`src/rtl/gpio_ctrl.sv`:
```
// gpio_ctrl: memory-mapped GPIO with output/direction registers, synchronized inputs and edge interrupts
module gpio_ctrl #(
  parameter int GPIO_W = 32
) (
  input  logic              clk,
  input  logic              reset,
  input  logic              cs,
  input  logic              we,
  input  logic [11:0]       addr,
  input  logic [3:0]        be,
  input  logic [31:0]       wdata,
  output logic [31:0]       rdata,
  input  logic [GPIO_W-1:0] gpio_in,
  output logic [GPIO_W-1:0] gpio_out,
  output logic [GPIO_W-1:0] gpio_oe,
  output logic              irq
);
  logic [GPIO_W-1:0] dout_q, dout_d, dir_q, dir_d, ren_q, ren_d, fen_q, fen_d;
  logic [GPIO_W-1:0] stat_q, stat_d, sync1_q, sync1_d, sync2_q, sync2_d, prev_q, prev_d;
  logic [GPIO_W-1:0] m, wd, clr, rise, fall;
  logic [31:0]       bmask;
  logic [9:0]        sel;
  logic              wr;
  assign sel   = addr[11:2];
  assign wr    = cs & we;
  assign bmask = {{8{be[3]}}, {8{be[2]}}, {8{be[1]}}, {8{be[0]}}};
  assign m     = bmask[GPIO_W-1:0];
  assign wd    = wdata[GPIO_W-1:0];
  assign rise  = sync2_q & ~prev_q;
  assign fall  = ~sync2_q & prev_q;
  assign clr   = (wr && sel == 10'd5) ? (wd & m) : '0;
  assign gpio_out = dout_q;
  assign gpio_oe  = dir_q;
  assign irq      = |stat_q;
  // next-state: byte-masked register writes, input pipeline, sticky status where a new edge beats a clear
  always_comb begin
    dout_d  = (wr && sel == 10'd0) ? ((dout_q & ~m) | (wd & m)) : dout_q;
    dir_d   = (wr && sel == 10'd1) ? ((dir_q & ~m) | (wd & m)) : dir_q;
    ren_d   = (wr && sel == 10'd3) ? ((ren_q & ~m) | (wd & m)) : ren_q;
    fen_d   = (wr && sel == 10'd4) ? ((fen_q & ~m) | (wd & m)) : fen_q;
    stat_d  = (stat_q & ~clr) | (rise & ren_q) | (fall & fen_q);
    sync1_d = gpio_in;
    sync2_d = sync1_q;
    prev_d  = sync2_q;
  end
  // all state clears asynchronously on reset
  always_ff @(posedge clk or posedge reset) begin
    if (reset) begin
      dout_q  <= '0;
      dir_q   <= '0;
      ren_q   <= '0;
      fen_q   <= '0;
      stat_q  <= '0;
      sync1_q <= '0;
      sync2_q <= '0;
      prev_q  <= '0;
    end else begin
      dout_q  <= dout_d;
      dir_q   <= dir_d;
      ren_q   <= ren_d;
      fen_q   <= fen_d;
      stat_q  <= stat_d;
      sync1_q <= sync1_d;
      sync2_q <= sync2_d;
      prev_q  <= prev_d;
    end
  end
  // combinational read mux, zero when idle or writing
  always_comb begin
    rdata = '0;
    if (cs && !we)
      case (sel)
        10'd0:   rdata = 32'(dout_q);
        10'd1:   rdata = 32'(dir_q);
        10'd2:   rdata = 32'(sync2_q);
        10'd3:   rdata = 32'(ren_q);
        10'd4:   rdata = 32'(fen_q);
        10'd5:   rdata = 32'(stat_q);
        default: rdata = '0;
      endcase
  end
endmodule

```
`config.mk`:
```
export PLATFORM = sky130hd
export DESIGN_NAME = gpio_ctrl
export DESIGN_NICKNAME = d
export VERILOG_FILES = /design/src/rtl/gpio_ctrl.sv
export SDC_FILE = /design/constraint.sdc
export NUM_CORES = 1
export LEC_CHECK = 0
export ABC_CLOCK_PERIOD_IN_PS = 7980
export CORE_ASPECT_RATIO = 1.4
export CORE_MARGIN = 3
export CORE_UTILIZATION = 48
export DETAILED_ROUTE_END_ITERATION = 12
export MAX_ROUTING_LAYER = met4
export PLACE_DENSITY_LB_ADDON = 0.2
export SYNTH_ARGS = -nofsm -noshare
export SYNTH_HDL_FRONTEND = slang
export SYNTH_SLANG_ARGS = --single-unit
```
`constraint.sdc`:
```
create_clock -name clk -period 7.98 [get_ports clk]
set_input_delay 1.197 -clock clk [delete_from_list [all_inputs] [get_ports clk]]
set_output_delay 1.197 -clock clk [all_outputs]
set_load 0.005 [all_outputs]
```
# Word level (Yosys, flattened, before mapping)
# Index checks and enable logic that the tools add are counted.
# word_totals
reg_bits	256
in_bits	84
out_inout_bits	97
elab_cells	46
# classes
eq_ne	5
muxes	3
n_bitwise	21
n_reduce_logical	9
# op_table
op	n
$and 32x32->32	10
$or 32x32->32	6
$pmux 32 s6	1
$not 32->32	4
$mux 32	2
$reduce_or 32->1	1
$eq 10x2->1 const B	2
$eq 10x3->1 const B	2
$eq 10x1->1 const B	1
$logic_not 10->1	1
$logic_and 1x1->1	6
$and 1x1->1	1
$logic_not 1->1	1

# Logic depth before layout (Yosys ltp)
# Gate-level depths: netlist (run 1).
# depth
ltp_word	7
mapped_depth	6
depth_no_buf	3

# Worst setup path after synthesis (run 1)
# No wires, ideal clock.
# synth_timing
path_kind	input -> output
from	in addr[2]
to	out rdata[0]
t_arrival_ps	2630
required_time_ps	6783
setup_slack_ps	4153
stages	5
path_buffers	2
cell_sequence	buf_1 > buf_2 > mux4_2 > nand4_1 > o221ai_1
# synth_via
elab_chain_cells	3
word_cells_on_any_way	8
cone_classes	eq/ne (5); mux (2); reduce/logical (1)
# synth_rtl
element	line	source
start: declaration	9	input logic [11:0] addr,
$eq 10x3->1, or another cell as far along	72	case (sel)
$pmux 32 s6 (*)	72	
$mux 32 (*)	71	if (cs && !we)
end: declaration	12	output logic [31:0] rdata,
# Every way passes the cells marked *; elsewhere a longest branch is shown, timed or not.

# Worst setup path after layout (run 1)
# layout_timing
from	in addr[7]
to	out rdata[23]
# Same word-level chain as after synthesis.

==> metrics, run 1 <==
status completed; grt ovf 0; DRC Markers 0; Syn Inst Count 822; row count 65; io pins 181; Fin Setup TNS 0 ps; Die Footprint 0.02520 mm2; core area 0.02277 mm2; Multi-input gate area 0.004531 mm2; post-DR vias/cell 6.313; initial antenna violation count 1; placed cell count 1244; mean post-synth cell area 13.61 um2; clock skew 12.92 ps; met1 wire length 12620 um; via count 8163; Non-Filler Instances 1293; Clk Latency, worst-skew pair 520 ps; Peak supply drop 173.3 uV; # Max-Cap Violations 0; Ys Warns 0; total CTS buffers 26; DR top layer met4; CTS resizes 0; Die X 135.0 um; crit-path cells clkdlybuf4s50_1 -> nor4_4 -> buf_4 -> nand2_1 -> buf_4 -> o221ai_1 -> clkdlybuf4s50_1; Register Area 0.006406 mm2; Post-synth EDFFs 0; Synth cell types 32; DRT iter0 DRCs 462; Synth Cell Area 0.01119 mm2; PD cells 197.5 mW/mm2; Net Count, Synth 906; Worst Hold Class flip-flop to flip-flop; detailed placer's ending HPWL 18560 um; Clock Sinks 256; Max FO, Critical Path 44; Seq/Total Area, Yosys 57.26%; unrepaired setup endpoints after global routing no; Crit. End Element output pin; Rel. slew slack 35.70%; Post-synth ARST share 100.0%; crit path DAT 4460 ps; Buf+Inv Stages, Crit Path 4; final std cell area, no fill 0.01410 mm2; cts hold-fix bufs 0; Initial Utilization 49.13%; max incr delay on CP 630 ps; layout net count 1055; crit path kind input port to output pin; min Tclk post-route 5656 ps; slowest CP cell nand2_1; Final period util 70.88%; Setup Fix Bufs, Post-CTS 0; first-pass GRT wire length 48710 um; Worst Max-Slew Pin Slew 964.6 ps; vias in the first global route 8487; crit start category input port; H-Tree Depth 1; DR WL/cell 23.84 um; Placement Cell Area 0.01319 mm2; share of post-route cells with drive strength above 1 24.02%; overall routing resource usage 25.10%; Clock Root Buffer clkbuf_16; Die Y 186.6 um; Final Max Tran Viols 0; area delta synth->final 26.06%; largest net degree at the start of global routing 143; Top FF cell, synth dfrtp_1; met3 wire len 1727 um; DR WL met2 15590 um; Critical Path RT 6780 ps; count of input and output buffers 178; Final Util 61.93%; CTS tree done; DRT Pass-1 Iters 8; Hold Vio Cnt, Final 0; leakage 0.005685 uW; # setup viols final 0; post-route ant nets 0; number of fill cells in the layout 1862; pre-CTS WS 2425 ps; max frequency 176.8 MHz; final wirelength 30830 um; final worst-path setup slack 2324 ps; Final GP Congestion 0.7918; synthesized flop and latch total 256; clk slew on worst S/H paths 60 ps; Top delay family on crit path buffers and inverters; CTS Buffer Depth 3
cell families after synthesis:
group | after synthesis | synth area share (%)
simple gates | 263 | 15.01
flops | 256 | 57.26
mux | 162 | 19.77
compound gates | 71 | 5.413
buf+inv | 70 | 2.550
final timing paths:
kind | slack [ps] | endpoint | cells after the start | from
worst max-delay path | 2320 | rdata[23] | 7 | addr[7]
worst min-delay path | 350 | prev_d[10] | 0 | sync1_q[10]
worst max register to register | 7170 | flip-flop | 1 | flip-flop
worst min register to register | 350 | prev_d[10] | 0 | sync1_q[10]
max in group asynchronous | 5340 | prev_d[8] | 3 | reset
min in group asynchronous | 1210 | asynchronous set/reset pin | 2 | reset
metrics by stage:
stage,hold WS [ps],power [uW]
after floorplan,331.2,1445
after global placement,331.8,1533
after detailed placement,334.7,1534
after CTS,346.8,2808
after global routing,349.6,2884
final,345.7,2785
layout make-up:
cell class                 count  area share [%]
sequential                   256           45.42
multi-input combinational    496           32.12
clock buffer                  34           5.403
inverter                       1         0.05323
antenna                        1         0.01774
tap                          301           2.670
timing repair buffer         190           13.22
clock inverter                14           1.091
cell usage after synthesis (all sizes together), types with 2 or more instances:
cell / instances / share of area (%)
and4: 3 / 0.23
nor2b: 2 / 0.11
nor4: 14 / 1.4
or2: 2 / 0.11
o21ai: 2 / 0.089
and3: 3 / 0.17
o41ai: 32 / 2.5
mux4: 32 / 6.4
mux2i: 2 / 0.18
nand2: 10 / 0.34
clkbuf: 51 / 1.7
or4: 5 / 0.40
o211ai: 7 / 0.47
nand3b: 57 / 3.8
nand4: 72 / 4.0
mux2: 128 / 13
nand3: 90 / 4.0
o221ai: 30 / 2.3
dfrtp: 256 / 57
buf: 18 / 0.81
power by group:
group / total, uW / switching [uW] / internal (uW)
logic: 166 / 98.3 / 67.4
registers: 1340 / 18.1 / 1330
clock network: 1270 / 505 / 770
placed cells by master, fill, tap and decap left out, types with 7 or more instances in the layout:
| cell type | instances |
|---|---|
| dfrtp_1 | 256 |
| clkdlybuf4s50_1 | 174 |
| mux2_2 | 120 |
| nand3_1 | 90 |
| nand4_1 | 72 |
| nand3b_1 | 57 |
| o41ai_1 | 32 |
| mux4_2 | 32 |
| o221ai_1 | 30 |
| clkbuf_16 | 27 |
| buf_4 | 11 |
| nand2_1 | 10 |
| clkinv_2 | 9 |
| nor4_1 | 8 |
| mux2_4 | 8 |
| o211ai_1 | 7 |
metal layers:
layer / vias up / GRT usage (%)
li1: 3542 / -
met2: 286 / 40.66
met5: - / -
met1: 4275 / 33.10
met4: 0 / 7.680
met3: 60 / 3.641
(Power assumes the default switching activity.)
==> inputs of run 2 (changes only) <==
--- a/config.mk
+++ b/config.mk
@@ -5,10 +5,10 @@
 export SDC_FILE = /design/constraint.sdc
 export NUM_CORES = 1
 export LEC_CHECK = 0
-export ABC_CLOCK_PERIOD_IN_PS = 7980
+export ABC_CLOCK_PERIOD_IN_PS = 5400
 export CORE_ASPECT_RATIO = 1.4
 export CORE_MARGIN = 3
-export CORE_UTILIZATION = 48
+export CORE_UTILIZATION = 52
 export DETAILED_ROUTE_END_ITERATION = 12
 export MAX_ROUTING_LAYER = met4
 export PLACE_DENSITY_LB_ADDON = 0.2
==> constraint.sdc (replaced) <==
create_clock -name clk -period 5.4 [get_ports clk]
set_input_delay 0.81 -clock clk [delete_from_list [all_inputs] [get_ports clk]]
set_output_delay 0.81 -clock clk [all_outputs]
set_load 0.005 [all_outputs]
==> run 2 against run 1 <==
Net effect:
- register-to-register slack lost 2600 ps
- non-clock buffer count is 7 higher
- global-route usage grew 1.9 points
- clock power increased by 33%
- hold slack worse by 8.4 ps
- sequential power up 49%
- core utilization rose by 5.3 points
- sequential share of layout area increased by 0.26 points
- power is 41% higher
- critical path type unchanged
==> metrics, run 2 (synthesized netlist as in run 1, its figures left out) <==
largest net degree at the start of global routing 152; Setup Fix Bufs, Post-CTS 0; count of input and output buffers 178; worst hold margin 337.3 ps; CTS resizes 0; initial antenna violation count 1; Power Total 3930 uW; Fin Setup TNS 0 ps; final std cell area, no fill 0.01402 mm2; row count 62; most common cell after layout, fill and taps aside dfrtp_1; DRT iter0 DRCs 803; via count 8319; PD cells 280.3 mW/mm2; min Tclk post-route 4328 ps; Rel. slew slack 27.54%; DR WL/cell 24.39 um; first-pass GRT wire length 48450 um; crit path DAT 3520 ps; leakage 0.005670 uW; total CTS buffers 25; Final period util 80.16%; area delta synth->final 25.34%; status completed; post-route ant nets 0; Placement Cell Area 0.01322 mm2; Hold Vio Cnt, Final 0; H-Tree Depth 1; core area 0.02087 mm2; most frequent cells in the layout dfrtp_1 (256), clkdlybuf4s50_1 (174), mux2_2 (120), nand3_1 (90), nand4_1 (72); max incr delay on CP 560 ps; crit start category input port; Peak supply drop 244.9 uV; Worst Max-Slew Pin Slew 1087 ps; CTS tree done; slowest CP cell clkdlybuf4s50_1; clk slew on worst S/H paths 60 ps; cts hold-fix bufs 0; Final Max Tran Viols 0; Clock Root Buffer clkbuf_16; Non-Filler Instances 1252; Die Footprint 0.02334 mm2; Crit. End Element output pin; clock skew 12.72 ps; # Max-Cap Violations 0; post-DR vias/cell 6.645; Buf+Inv Stages, Crit Path 3; Max FO, Critical Path 16; crit-path cells clkdlybuf4s50_1 -> nor4_4 -> nand2_1 -> buf_4 -> o221ai_1 -> clkdlybuf4s50_1; DRC Markers 0; grt ovf 0; Critical Path RT 4590 ps; share of post-route cells with drive strength above 1 23.82%; Die Y 179.6 um; Clk Latency, worst-skew pair 520 ps; detailed placer's ending HPWL 18870 um; DRT Pass-1 Iters 5; layout net count 1061; crit path kind input port to output pin; # setup viols final 0; Worst Hold Class flip-flop to flip-flop; overall routing resource usage 26.99%; crit path launch addr[7]; final wirelength 30540 um; vias in the first global route 8618; cell mode on critical path clkdlybuf4s50_1; Die X 130.0 um; Clock Sinks 256; unrepaired setup endpoints after global routing no; Initial Utilization 53.62%; Top delay family on crit path buffers and inverters; Final GP Congestion 0.8146; max frequency 231.0 MHz; placed cell count 1206; number of fill cells in the layout 1468; CTS Buffer Depth 3; io pins 181; min-delay src sync1_q[26]
-- run 2: cell type report --
| type | instances | area, um2 | area share (%) |
|---|---|---|---|
| flip-flops and latches | 256 | 6406 | 45.68 |
| multi-input cells | 496 | 4528 | 32.29 |
| repair buffers | 197 | 1954 | 13.94 |
| clock buffers | 39 | 768.2 | 5.478 |
| well taps | 256 | 320.3 | 2.284 |
| clock inverters | 6 | 36.28 | 0.2587 |
| inverters | 1 | 7.507 | 0.05353 |
| diodes | 1 | 2.502 | 0.01784 |
-- run 2: worst paths after layout --
kind | endpoint | slack, ps | cells past startpoint
setup / recovery | rdata[19] | 1070 | 6
setup reg to reg | flip-flop | 4580 | 1
hold / removal | prev_d[26] | 340 | 0
hold reg to reg | prev_d[26] | 340 | 0
min in group asynchronous | sync1_q[31] | 820 | 3
max in group asynchronous | prev_d[11] | 3810 | 3
-- run 2: power breakdown --
group          total (uW)  internal, uW  leakage [uW]  switching, uW
clock                1690           975      0.000399            717
sequential           1990          1960       0.00319           26.7
combinational         252           105       0.00208            147
total                3930          3040       0.00567            891
-- run 2: metrics by stage --
stage,setup slack [ps],util (%)
3_5_place_dp,1134,63.33
5_1_grt,946.6,67.20
6_report,1072,67.20
3_3_place_gp,1146,63.33
2_1_floorplan,1218,-
4_1_cts,1116,67.19
-- run 2: layer usage --
| metal | routed length, um | global-route usage (%) |
|---|---|---|
| met5 | 0 | - |
| met4 | 826 | 8.111 |
| met3 | 2015 | 4.662 |
| met2 | 15570 | 42.78 |
| met1 | 12130 | 35.93 |
